===== config.mk =====
export PLATFORM = sky130hd
export DESIGN_NAME = nx_token_ctrl
export DESIGN_NICKNAME = d
export VERILOG_FILES = /design/src/rtl/nx_token_ctrl.sv
export SDC_FILE = /design/constraint.sdc
export NUM_CORES = 1
export LEC_CHECK = 0
export ABC_AREA = 1
export CORE_MARGIN = 2
export CORE_UTILIZATION = 35
export DETAILED_ROUTE_END_ITERATION = 8
export HOLD_SLACK_MARGIN = 0.15
export PLACE_DENSITY = 0.53
export SLEW_MARGIN = 20
export SYNTH_ARGS = -nofsm -noshare
export SYNTH_HDL_FRONTEND = slang
export SYNTH_SLANG_ARGS = --single-unit

===== constraint.sdc =====
create_clock -name clk_i -period 2.6 [get_ports clk_i]
set_clock_uncertainty 0.15 [all_clocks]
set_input_delay 0.52 -clock clk_i [delete_from_list [all_inputs] [get_ports clk_i]]
set_output_delay 0.52 -clock clk_i [all_outputs]
set_load 0.05 [all_outputs]

===== src/rtl/nx_token_ctrl.sv =====
// Column token controller: one circulating send-token per mesh column, with a
// minimum re-issue gap, lost-token detection and sticky error flags.
module nx_token_ctrl #(
  parameter int unsigned COLUMNS     = 3,
  parameter int unsigned MIN_GAP     = 2,
  parameter int unsigned TIMEOUT     = 64,
  parameter int unsigned COUNT_WIDTH = 16
) (
  input  logic                   clk_i,
  input  logic                   rst_i,
  input  logic                   enable_i,
  input  logic                   clear_i,
  output logic [COLUMNS-1:0]     token_grant_o,
  input  logic [COLUMNS-1:0]     token_release_i,
  output logic                   tokens_home_o,
  output logic [COLUMNS-1:0]     timeout_o,
  output logic [COLUMNS-1:0]     spurious_o,
  output logic [COUNT_WIDTH-1:0] lap_count_o
);

  localparam int unsigned GapW    = (MIN_GAP > 0) ? $clog2(MIN_GAP + 1) : 1;
  localparam int unsigned FlightW = $clog2(TIMEOUT);
  localparam int unsigned PopW    = $clog2(COLUMNS + 1);
  localparam int unsigned SumW    = COUNT_WIDTH + PopW;

  localparam logic [GapW-1:0]    GapMax    = GapW'(MIN_GAP);
  localparam logic [FlightW-1:0] FlightMax = FlightW'(TIMEOUT - 1);

  typedef enum logic [1:0] {StHome, StFlight, StLost} state_e;

  state_e               state_q  [COLUMNS];
  state_e               state_d  [COLUMNS];
  logic [GapW-1:0]      gap_q    [COLUMNS];
  logic [GapW-1:0]      gap_d    [COLUMNS];
  logic [FlightW-1:0]   flight_q [COLUMNS];
  logic [FlightW-1:0]   flight_d [COLUMNS];

  logic [COLUMNS-1:0]     grant_d, grant_q;
  logic [COLUMNS-1:0]     timeout_d, timeout_q, timeout_set;
  logic [COLUMNS-1:0]     spurious_d, spurious_q, spurious_set;
  logic [COLUMNS-1:0]     ret;
  logic [PopW-1:0]        pop;
  logic [COUNT_WIDTH-1:0] lap_base, lap_d, lap_q;
  logic [SumW-1:0]        lap_sum;

  always_comb begin
    grant_d      = '0;
    timeout_set  = '0;
    spurious_set = '0;
    ret          = '0;
    for (int unsigned c = 0; c < COLUMNS; c++) begin
      state_d[c]  = state_q[c];
      gap_d[c]    = gap_q[c];
      flight_d[c] = flight_q[c];
      unique case (state_q[c])
        StHome: begin
          if (gap_q[c] < GapMax) gap_d[c] = gap_q[c] + 1'b1;
          if (token_release_i[c]) spurious_set[c] = 1'b1;
          if (enable_i && (gap_q[c] >= GapMax)) begin
            state_d[c]  = StFlight;
            grant_d[c]  = 1'b1;
            flight_d[c] = '0;
          end
        end
        StFlight: begin
          // A return on the last in-flight cycle beats the timeout.
          if (token_release_i[c]) begin
            state_d[c] = StHome;
            gap_d[c]   = '0;
            ret[c]     = 1'b1;
          end else if (flight_q[c] == FlightMax) begin
            state_d[c]     = StLost;
            timeout_set[c] = 1'b1;
          end else begin
            flight_d[c] = flight_q[c] + 1'b1;
          end
        end
        StLost: begin
          if (token_release_i[c]) begin
            state_d[c] = StHome;
            gap_d[c]   = '0;
            ret[c]     = 1'b1;
          end else if (clear_i) begin
            state_d[c] = StHome;
            gap_d[c]   = '0;
          end
        end
        default: state_d[c] = StHome;
      endcase
    end
  end

  // Clear is applied first so same-cycle events survive it.
  always_comb begin
    timeout_d  = (clear_i ? '0 : timeout_q) | timeout_set;
    spurious_d = (clear_i ? '0 : spurious_q) | spurious_set;
    pop = '0;
    for (int unsigned c = 0; c < COLUMNS; c++) pop = pop + PopW'(ret[c]);
    lap_base = clear_i ? '0 : lap_q;
    lap_sum  = {{PopW{1'b0}}, lap_base} + SumW'(pop);
    lap_d    = (lap_sum[SumW-1:COUNT_WIDTH] != '0) ? '1 : lap_sum[COUNT_WIDTH-1:0];
  end

  always_ff @(posedge clk_i) begin
    if (rst_i) begin
      for (int unsigned c = 0; c < COLUMNS; c++) begin
        state_q[c]  <= StHome;
        gap_q[c]    <= GapMax;
        flight_q[c] <= '0;
      end
      grant_q    <= '0;
      timeout_q  <= '0;
      spurious_q <= '0;
      lap_q      <= '0;
    end else begin
      for (int unsigned c = 0; c < COLUMNS; c++) begin
        state_q[c]  <= state_d[c];
        gap_q[c]    <= gap_d[c];
        flight_q[c] <= flight_d[c];
      end
      grant_q    <= grant_d;
      timeout_q  <= timeout_d;
      spurious_q <= spurious_d;
      lap_q      <= lap_d;
    end
  end

  always_comb begin
    tokens_home_o = 1'b1;
    for (int unsigned c = 0; c < COLUMNS; c++) begin
      if (state_q[c] != StHome) tokens_home_o = 1'b0;
    end
  end

  assign token_grant_o = grant_q;
  assign timeout_o     = timeout_q;
  assign spurious_o    = spurious_q;
  assign lap_count_o   = lap_q;

endmodule


==> metrics.txt, run 1 <==
RR Endpoint=lap_count_o[2]$_SDFF_PP0_; GRT Resource Usage Total=0.165; hold crit path type=reg2reg; Total Wirelength=7730 µm; crit end category=flip-flop; Final period util=1.02; Initial Util=0.356; vias in the first global route=2983; CTS tree=yes; Die ar.=10100 µm²; syn nets=510; Setup Crit Path Kind=reg2reg; Yosys top cell area share=0.338; Synth Instances=481; post-synth top area cell=dfxtp_1; sequential-to-total area share from yosys stat=0.338; CTS root buffer=clkbuf_8; CP max-delay cell=fa_1; Buf+Inv Stages, Crit Path=3; CP Data Required Time=2.64 ns; Static Leak=0.00178 µW; Detail Route Antenna Nets=0; Final setup viols=11; Slew headroom=0.661; first-pass GRT wire length=13500 µm; Multi-input gate area=1960 µm²; htree depth=2; WP depth=14; critical-path maximum fanout=8; slack of the critical path=-0.0482 ns; hold slack=0.321 ns; CORE AREA=9150 µm²; P&R area growth vs syn=25.6%; initial antenna violation count=0; result of the run=finished with violations; R2R depth=14; PwrDens=590 nW/µm²; sequential cell area=1110 µm²; Rows=35; share of layout cells above drive strength 1=0.157; GRT overflow=0; failing checks=setup timing; Synth Register Bits=55; slowest stage delay, CP=0.42 ns; Final Slew Violations=0; DR vias=3055; placed instance area=3890 µm²; Peak VDD IR=0.290 mV; Syn Area/Cell=6.78 µm²; die width=101 µm; clk slew on worst S/H paths=0.11 ns; R2R Setup Slk=-0.05 ns; Clock Path Buffers=2; IO Port Bufs=32; DR DRC count=0; routability cong.=0.802; total CTS buffers=5; Hold Fails Final Rpt=0; Setup TNS Final=-0.363 ns; Synth Warn #=0; worst r2r src=state_q[0][3]$_SDFFE_PP0P_; RSZ-0062 raised after global routing=yes; top post-synthesis cells by area=dfxtp_1, nand2_1, inv_1, ha_1, nand3_1; fin util=0.447; Crit path max-delay family=adder cells; crit-path cells=inv_2, ha_4, nand2_2, inv_2, fa_1, ha_2, fa_2, nand2_4, nor2_8, nand2_4, nor2_4, nand2_4, buf_12, a21oi_2; worst path arrival time=2.69 ns; largest net degree at the start of global routing=28; Detailed Route Iter0 Violations=88; max_cap viols=0; Final Cell Area=4100 µm²; fmax=378 MHz; vias per inst=4.72; Die Ht=101 µm; Fillers=956; post-synth cell types=29; final worst path period need=2.65 ns; hpwl dp=5750 µm; Worst-Skew Late Latency=0.31 ns; Slew @ Worst Pin=0.507 ns; CP most frequent cell=nand2_4; Inserted Diodes=0; crit start category=flip-flop; drt first pass iters=5; CTS Sinks=55; Routed WL per cell=12.0 µm; Setup crit start=state_q[0][3]$_SDFFE_PP0P_; Final #Nets=564; critical path endpoint=lap_count_o[2]$_SDFF_PP0_; Post-Syn Area=3260 µm²; total I/O pin count=33
## routing by layer
metal  vias to the layer above  part of all wire  GRT usage
met4                         0            0.0084     0.0379
met1                      1396              0.48      0.208
met5                         -                 0          0
li1                       1627                 -          -
met3                         4             0.024     0.0305
met2                        28              0.48      0.291
## worst min path at each step
stage                     depth (start not counted)                          end  slack, ns                   startpoint
after global routing                              2      timeout_o[1]$_SDFF_PP0_       0.34      timeout_o[1]$_SDFF_PP0_
final                                             2  flight_q[0][3]$_SDFFE_PP0P_       0.32  flight_q[0][3]$_SDFFE_PP0P_
after floorplan                                   2  flight_q[0][3]$_SDFFE_PP0P_       0.29  flight_q[0][3]$_SDFFE_PP0P_
after CTS                                         2  flight_q[0][3]$_SDFFE_PP0P_       0.32  flight_q[0][3]$_SDFFE_PP0P_
after global placement                            2  flight_q[0][3]$_SDFFE_PP0P_       0.30  flight_q[0][3]$_SDFFE_PP0P_
after detailed placement                          2  flight_q[0][3]$_SDFFE_PP0P_       0.31  flight_q[0][3]$_SDFFE_PP0P_
## placed cells by master (no fill, tap or decap), types with 2 or more instances in the layout
cell               n
nand4_1            4
nor3b_1            5
buf_6              2
or2_1              2
a21oi_1           30
nand3_1           45
xnor2_1            3
dfxtp_1           50
inv_1             61
clkbuf_8           6
buf_12             2
inv_2              7
nor2_4             6
a21oi_2            9
o21ai_1            2
ha_1              17
nor2_1            63
nand2_1          112
o21ai_0           20
nand2_4            4
dlygate4sd2_1      3
nor2_2             2
clkdlybuf4s50_1   28
nand2_2            4
dfxtp_2            5
buf_4             21
ha_4               2
xor2_1             4
nand3_2            5
a21oi_4            2
## cell type report
type,instances,share of cell area
multi-input combinational,347,0.478
sequential,55,0.270
timing repair buffer,56,0.129
inverter,70,0.0654
tap,111,0.0339
clock buffer,6,0.0202
clock inverter,2,0.00397
## Yosys cell counts
cell      count
dfxtp_1      55
nand3_2       1
o21ai_1       1
xor2_1        4
nand2_2       3
nor3b_1       5
o31ai_1       1
buf_2         2
nor2_1       65
inv_2         1
nand2_1     115
nor2_8        1
nand2_4       2
nor2_2        4
a21oi_2      10
or2_1         2
o21ai_0      21
nand3_1      50
buf_6         3
inv_6         1
nand4_1       4
inv_1        67
a21oi_1      31
xnor2_1       3
nor2_4        2
ha_1         20
clkbuf_1      4
fa_1          2
clkinv_1      1
## worst register-to-register path, cell delays in order, from the launching register on
cell and delay (ns):
dfxtp_2 0.36, inv_2 0.05, ha_4 0.26, nand2_2 0.04
inv_2 0.05, fa_1 0.42, ha_2 0.20, fa_2 0.40
nand2_4 0.11, nor2_8 0.04, nand2_4 0.07, nor2_4 0.04
nand2_4 0.13, buf_12 0.16, a21oi_2 0.06
## per-stage QoR
stage          total power, µW  worst slack, ns  std cells
2_1_floorplan             1670         -0.00140        481
3_3_place_gp              1900           -0.545        636
3_5_place_dp              1930           -0.574        636
4_1_cts                   2460          -0.0379        645
5_1_grt                   2630           -0.173        647
6_report                  2420          -0.0482        647
## where the power goes
group          internal (µW)  switching [µW]  leakage [µW]
registers                956            77.7      0.000450
clock network            218             296     0.0000474
logic                    310             560       0.00128
## cell families after synthesis
group / synth area share
AOI/OAI and AO/OA: 0.111
adders and majority gates: 0.0891
and+or+nand+nor: 0.344
buffers and inverters: 0.100
DFF: 0.338
xor gates and xnor gates: 0.0188
## registers in the layout (all words and copies together) (netlist names)
register	flops
flight_q	18
gap_q	6
lap_count_o	16
spurious_o	3
state_q	6
timeout_o	3
token_grant_o	3
## repair_timing
item                                    in CTS  in global routing
pin swaps                                    7                 10
hold buffers                                 0                  0
endpoints found under the setup margin      16                 16
buffers inserted                             1                  2
gates resized for setup                      6                 18
No activity file was read; power rests on OpenSTA's default activity.
==> run 2, diff against run 1 <==
--- a/config.mk
+++ b/config.mk
@@ -7,10 +7,10 @@
 export LEC_CHECK = 0
 export ABC_AREA = 1
 export CORE_MARGIN = 2
-export CORE_UTILIZATION = 35
+export CORE_UTILIZATION = 50
 export DETAILED_ROUTE_END_ITERATION = 8
 export HOLD_SLACK_MARGIN = 0.15
-export PLACE_DENSITY = 0.53
+export PLACE_DENSITY = 0.72
 export SLEW_MARGIN = 20
 export SYNTH_ARGS = -nofsm -noshare
 export SYNTH_HDL_FRONTEND = slang
==> run 2 against run 1 <==
  * The run still ends with setup timing left
  * Cell area is 2.2% lower
  * Sequential power about the same
  * Utilization rose by 19 points
  * Highest routed layer unchanged
  * Global-route usage rose by 4.1 points
  * Clock power grew 12%
  * Clock-buffer cell count shrank 1
  * Power up 2.4%
  * Via count up 2.1%
  * Sequential cell count stayed put
  * Non-clock buffer count decreased by 4
  * Sequential share of layout area is 0.62 points higher
==> metrics.txt, run 2 (synthesis gave the netlist of run 1 again) <==
DR DRC count=0; Total Wirelength=7340 µm; Slew headroom=0.663; worst path arrival time=2.73 ns; RSZ-0062 raised after global routing=yes; Die Ht=84.7 µm; Setup crit start=state_q[0][2]$_SDFFE_PP0P_; Slew @ Worst Pin=0.505 ns; DR vias=3119; CTS Sinks=55; worst r2r src=state_q[0][2]$_SDFFE_PP0P_; fin util=0.634; Final #Nets=560; drt first pass iters=5; Clock Path Buffers=2; share of layout cells above drive strength 1=0.143; commonest non-fill, non-tap cells in the layout=nand2_1, nor2_1, inv_1; max FFs per register=18; max_cap viols=0; PwrDens=618 nW/µm²; Crit path max-delay family=adder cells; Routed WL per cell=12.0 µm; result of the run=finished with violations; Setup Crit Path Kind=reg2reg; vias in the first global route=2801; CP Data Required Time=2.70 ns; vias per inst=5.12; htree depth=2; WP depth=14; hold crit path type=reg2reg; Initial Util=0.516; crit start category=flip-flop; crit-path cells=inv_2, ha_4, nand2_2, inv_2, fa_1, ha_2, fa_2, nand2_4, nor2_8, nand2_4, nor2_4, nand2_4, buf_12, a21oi_2; P&R area growth vs syn=22.8%; commonest non-fill, non-tap cell in the layout=nand2_1; Largest Register=flight_q; slowest stage delay, CP=0.55 ns; Final Slew Violations=0; slack of the critical path=-0.0367 ns; GRT Resource Usage Total=0.206; Hold Fails Final Rpt=0; hpwl dp=5470 µm; total I/O pin count=33; Inserted Diodes=0; CORE AREA=6310 µm²; Static Leak=0.00176 µW; critical-path maximum fanout=9; Final period util=1.01; Buf+Inv Stages, Crit Path=3; Detail Route Antenna Nets=0; Post-Layout Cell Count=609; pre-CTS WS=-0.483 ns; CP most frequent cell=nand2_4; Worst-Skew Late Latency=0.31 ns; total chip power=2480 µW; Rows=29; CTS root buffer=clkbuf_8; placed insts=600; CTS tree=yes; failing checks=setup timing; Final setup viols=10; Die ar.=7180 µm²; initial antenna violation count=0; # hold bufs at CTS=0; CP max-delay cell=fa_1; crit end category=flip-flop; Detailed Route Iter0 Violations=88; fmax=379 MHz; R2R Setup Slk=-0.04 ns; GRT overflow=0; IO Port Bufs=32; R2R depth=14; critical path endpoint=lap_count_o[6]$_SDFF_PP0_; RR Endpoint=lap_count_o[6]$_SDFF_PP0_; routability cong.=0.873; total CTS buffers=5; Peak VDD IR=0.341 mV; clk slew on worst S/H paths=0.10 ns; largest net degree at the start of global routing=28; final worst path period need=2.64 ns; first-pass GRT wire length=12300 µm; die width=84.7 µm
[run 2: changes by cell type in the layout (fill, tap and decap cells not counted), sizes merged]
| cell | delta |
|---|---|
| buf | -4 |
| bufinv | +1 |
| clkbuf | -1 |
| clkinv | +1 |
| clkinvlp | -1 |
[run 2: cell type report]
class	count	area (µm²)
Tap cell	77	96.3
Clock buffer	5	68.8
Timing Repair Buffer	52	497
Sequential cell	55	1110
Fill cell	597	2310
Inverter	70	268
Multi-Input combinational cell	347	1920
Clock inverter	3	43.8
[run 2: report_power, final]
group	switching, µW	leakage, µW	total, µW	internal [µW]
Sequential	77.0	0.000450	1030	956
Combinational	558	0.00125	866	309
Clock	290	0.0000581	577	287
Total	924	0.00176	2480	1550
[run 2: how the worst min path moves through the flow]
stage | cells past startpoint | endpoint | slack, ns | startpoint
global route | 2 | timeout_o[2]$_SDFF_PP0_ | 0.36 | timeout_o[2]$_SDFF_PP0_
floorplan | 2 | flight_q[0][3]$_SDFFE_PP0P_ | 0.29 | flight_q[0][3]$_SDFFE_PP0P_
detailed placement | 2 | flight_q[0][3]$_SDFFE_PP0P_ | 0.30 | flight_q[0][3]$_SDFFE_PP0P_
global placement | 2 | flight_q[0][3]$_SDFFE_PP0P_ | 0.30 | flight_q[0][3]$_SDFFE_PP0P_
CTS | 2 | flight_q[0][3]$_SDFFE_PP0P_ | 0.32 | flight_q[0][3]$_SDFFE_PP0P_
finish | 2 | timeout_o[2]$_SDFF_PP0_ | 0.32 | timeout_o[2]$_SDFF_PP0_
[run 2: per-stage QoR]
step           cell area, µm²  hold slack (ns)  TNS [ns]
2_1_floorplan            3310            0.290  -0.00140
3_3_place_gp             3830            0.303     -6.99
3_5_place_dp             3830            0.304     -7.53
4_1_cts                  3980            0.318    -0.327
5_1_grt                  4000            0.358     -1.92
6_report                 4000            0.321    -0.304
[run 2: metal layers]
layer	vias to the layer above	GRT usage	wire length [µm]
met5	-	0	0
met4	0	0.0462	50
met3	6	0.0374	243
met2	45	0.350	3490
met1	1450	0.273	3550
li1	1618	-	-
[run 2: repair_timing]
action                     4_1_cts  5_1_grt
setup endpoints to repair       16       16
buffers inserted                 0        1
gates resized for setup         14        4
pin swaps                        4        1
[run 2: worst reg2reg max path, stage by stage (launching register included)]
cell	delay, ns
dfxtp_2	0.35
inv_2	0.05
ha_4	0.23
nand2_2	0.05
inv_2	0.04
fa_1	0.55
ha_2	0.20
fa_2	0.23
nand2_4	0.07
nor2_8	0.10
nand2_4	0.06
nor2_4	0.12
nand2_4	0.10
buf_12	0.16
a21oi_2	0.11
==> run 3, diff against run 2 <==
--- a/config.mk
+++ b/config.mk
@@ -6,6 +6,7 @@
 export NUM_CORES = 1
 export LEC_CHECK = 0
 export ABC_AREA = 1
+export CORE_ASPECT_RATIO = 2
 export CORE_MARGIN = 2
 export CORE_UTILIZATION = 50
 export DETAILED_ROUTE_END_ITERATION = 8
==> run 3 against run 2 <==
  * The flow still finishes with violations (setup timing)
  * Die area rose by 0.54%
  * Largest power group unchanged
  * Sequential cell count did not move
  * Sequential share of layout area fell by 1.0 points
  * First-iteration DRC count rose by 78%
==> metrics.txt, run 3 (synthesis gave the netlist of run 1 again) <==
vias per inst=5.17; vias in the first global route=3033; total I/O pin count=33; htree depth=2; Detail Route Antenna Nets=0; Fillers=583; drt first pass iters=4; routability cong.=0.856; Final Slew Violations=0; placed insts=610; Largest Register=flight_q; placed instance area=3840 µm²; Clock Path Buffers=2; max_cap viols=0; share of layout cells above drive strength 1=0.164; CTS root buffer=clkbuf_16; clk slew on worst S/H paths=0.07 ns; PwrDens=655 nW/µm²; IO Port Bufs=32; result of the run=finished with violations; Hold Fails Final Rpt=0; Final Cell Area=4150 µm²; largest net degree at the start of global routing=29; Setup Crit Path Kind=reg2reg; Initial Util=0.517; fin util=0.658; P&R area growth vs syn=27.4%; first-pass GRT wire length=13400 µm; critical-path maximum fanout=7; failing checks=setup timing; Rows=41; CTS Sinks=55; crit start category=flip-flop; DR DRC count=0; GRT overflow=0; fmax=370 MHz; slack of the critical path=-0.101 ns; total CTS buffers=5; Worst-Skew Late Latency=0.30 ns; max FFs per register=18; Total Wirelength=8030 µm; GRT Resource Usage Total=0.243; hold crit path type=reg2reg; Die ar.=7220 µm²; commonest non-fill, non-tap cell in the layout=nand2_1; pre-CTS WS=-0.564 ns; Post-Layout Cell Count=623; Slew @ Worst Pin=0.503 ns; Routed WL per cell=12.9 µm; Inserted Diodes=0; die width=61.1 µm; crit end category=flip-flop; Final #Nets=565; commonest non-fill, non-tap cells in the layout=nand2_1, nor2_1, inv_1; worst path arrival time=2.78 ns; Slew headroom=0.664; CP Data Required Time=2.68 ns; Die Ht=118 µm; CTS tree=yes; Detailed Route Iter0 Violations=157; hpwl dp=5920 µm; Final period util=1.04; initial antenna violation count=0; final worst path period need=2.70 ns; CORE AREA=6310 µm²; RSZ-0062 raised after global routing=yes; DR vias=3218; total chip power=2720 µW; Peak VDD IR=0.447 mV; Final setup viols=13; Static Leak=0.00186 µW
==> run 3: cell types whose count changed in the layout (fill, tap and decap cells not counted), sizes merged <==
cell	change
buf	+4
clkinv	-2
clkbuf	+1
inv	+1
nand2	+1
==> run 3: power by group <==
part           internal, µW  total, µW  switching (µW)
Combinational           309        884             574
Sequential              956       1030            76.8
Clock                   485        803             318
Total                  1750       2720             969
==> run 3: metrics by stage <==
| step | hold WS, ns | setup TNS, ns |
|---|---|---|
| 2_1_floorplan | 0.290 | -0.00140 |
| 5_1_grt | 0.346 | -2.73 |
| 3_3_place_gp | 0.301 | -8.04 |
| 3_5_place_dp | 0.307 | -8.47 |
| 4_1_cts | 0.318 | -0.802 |
| 6_report | 0.316 | -0.972 |
==> run 3: critical path, stage by stage, from the launching register on <==
cell	delay (ns)
dfxtp_2	0.34
inv_2	0.05
ha_4	0.24
nand2_4	0.06
inv_2	0.04
fa_1	0.54
ha_2	0.19
fa_2	0.23
nand2_4	0.07
nor2_8	0.11
nand2_4	0.06
nor2_4	0.14
nand2_4	0.12
buf_12	0.17
a21oi_4	0.11
==> run 3: timing repair <==
item	4_1_cts	5_1_grt
resized for setup	16	12
endpoints found under the setup margin	16	16
pin swaps	5	6
gates cloned	1	0
buffers inserted	3	1
hold buffers	0	0
==> run 3: per-layer routing <==
metal,global-route usage,routed length [µm],share of wire
met5,0,0,0
met4,0.114,337,0.042
met3,0.0350,240,0.030
met2,0.444,4540,0.57
met1,0.250,2910,0.36
==> run 3: final cells by class <==
class | count | area (µm²) | share of cell area
multi-input cells | 348 | 1970 | 0.474
clock inverters | 2 | 38.8 | 0.00934
repair buffers | 56 | 526 | 0.127
well taps | 86 | 108 | 0.0259
flip-flops and latches | 55 | 1110 | 0.267
clock buffers | 6 | 139 | 0.0334
inverters | 70 | 268 | 0.0645
==> run 3: final timing paths <==
path              slack (ns)                        end                        from  cells past startpoint
setup / recovery       -0.10  lap_count_o[2]$_SDFF_PP0_  state_q[0][3]$_SDFFE_PP0P_                     14
hold / removal          0.32    timeout_o[1]$_SDFF_PP0_     timeout_o[1]$_SDFF_PP0_                      2
setup reg to reg       -0.10  lap_count_o[2]$_SDFF_PP0_  state_q[0][3]$_SDFFE_PP0P_                     14
hold reg to reg         0.32    timeout_o[1]$_SDFF_PP0_     timeout_o[1]$_SDFF_PP0_                      2
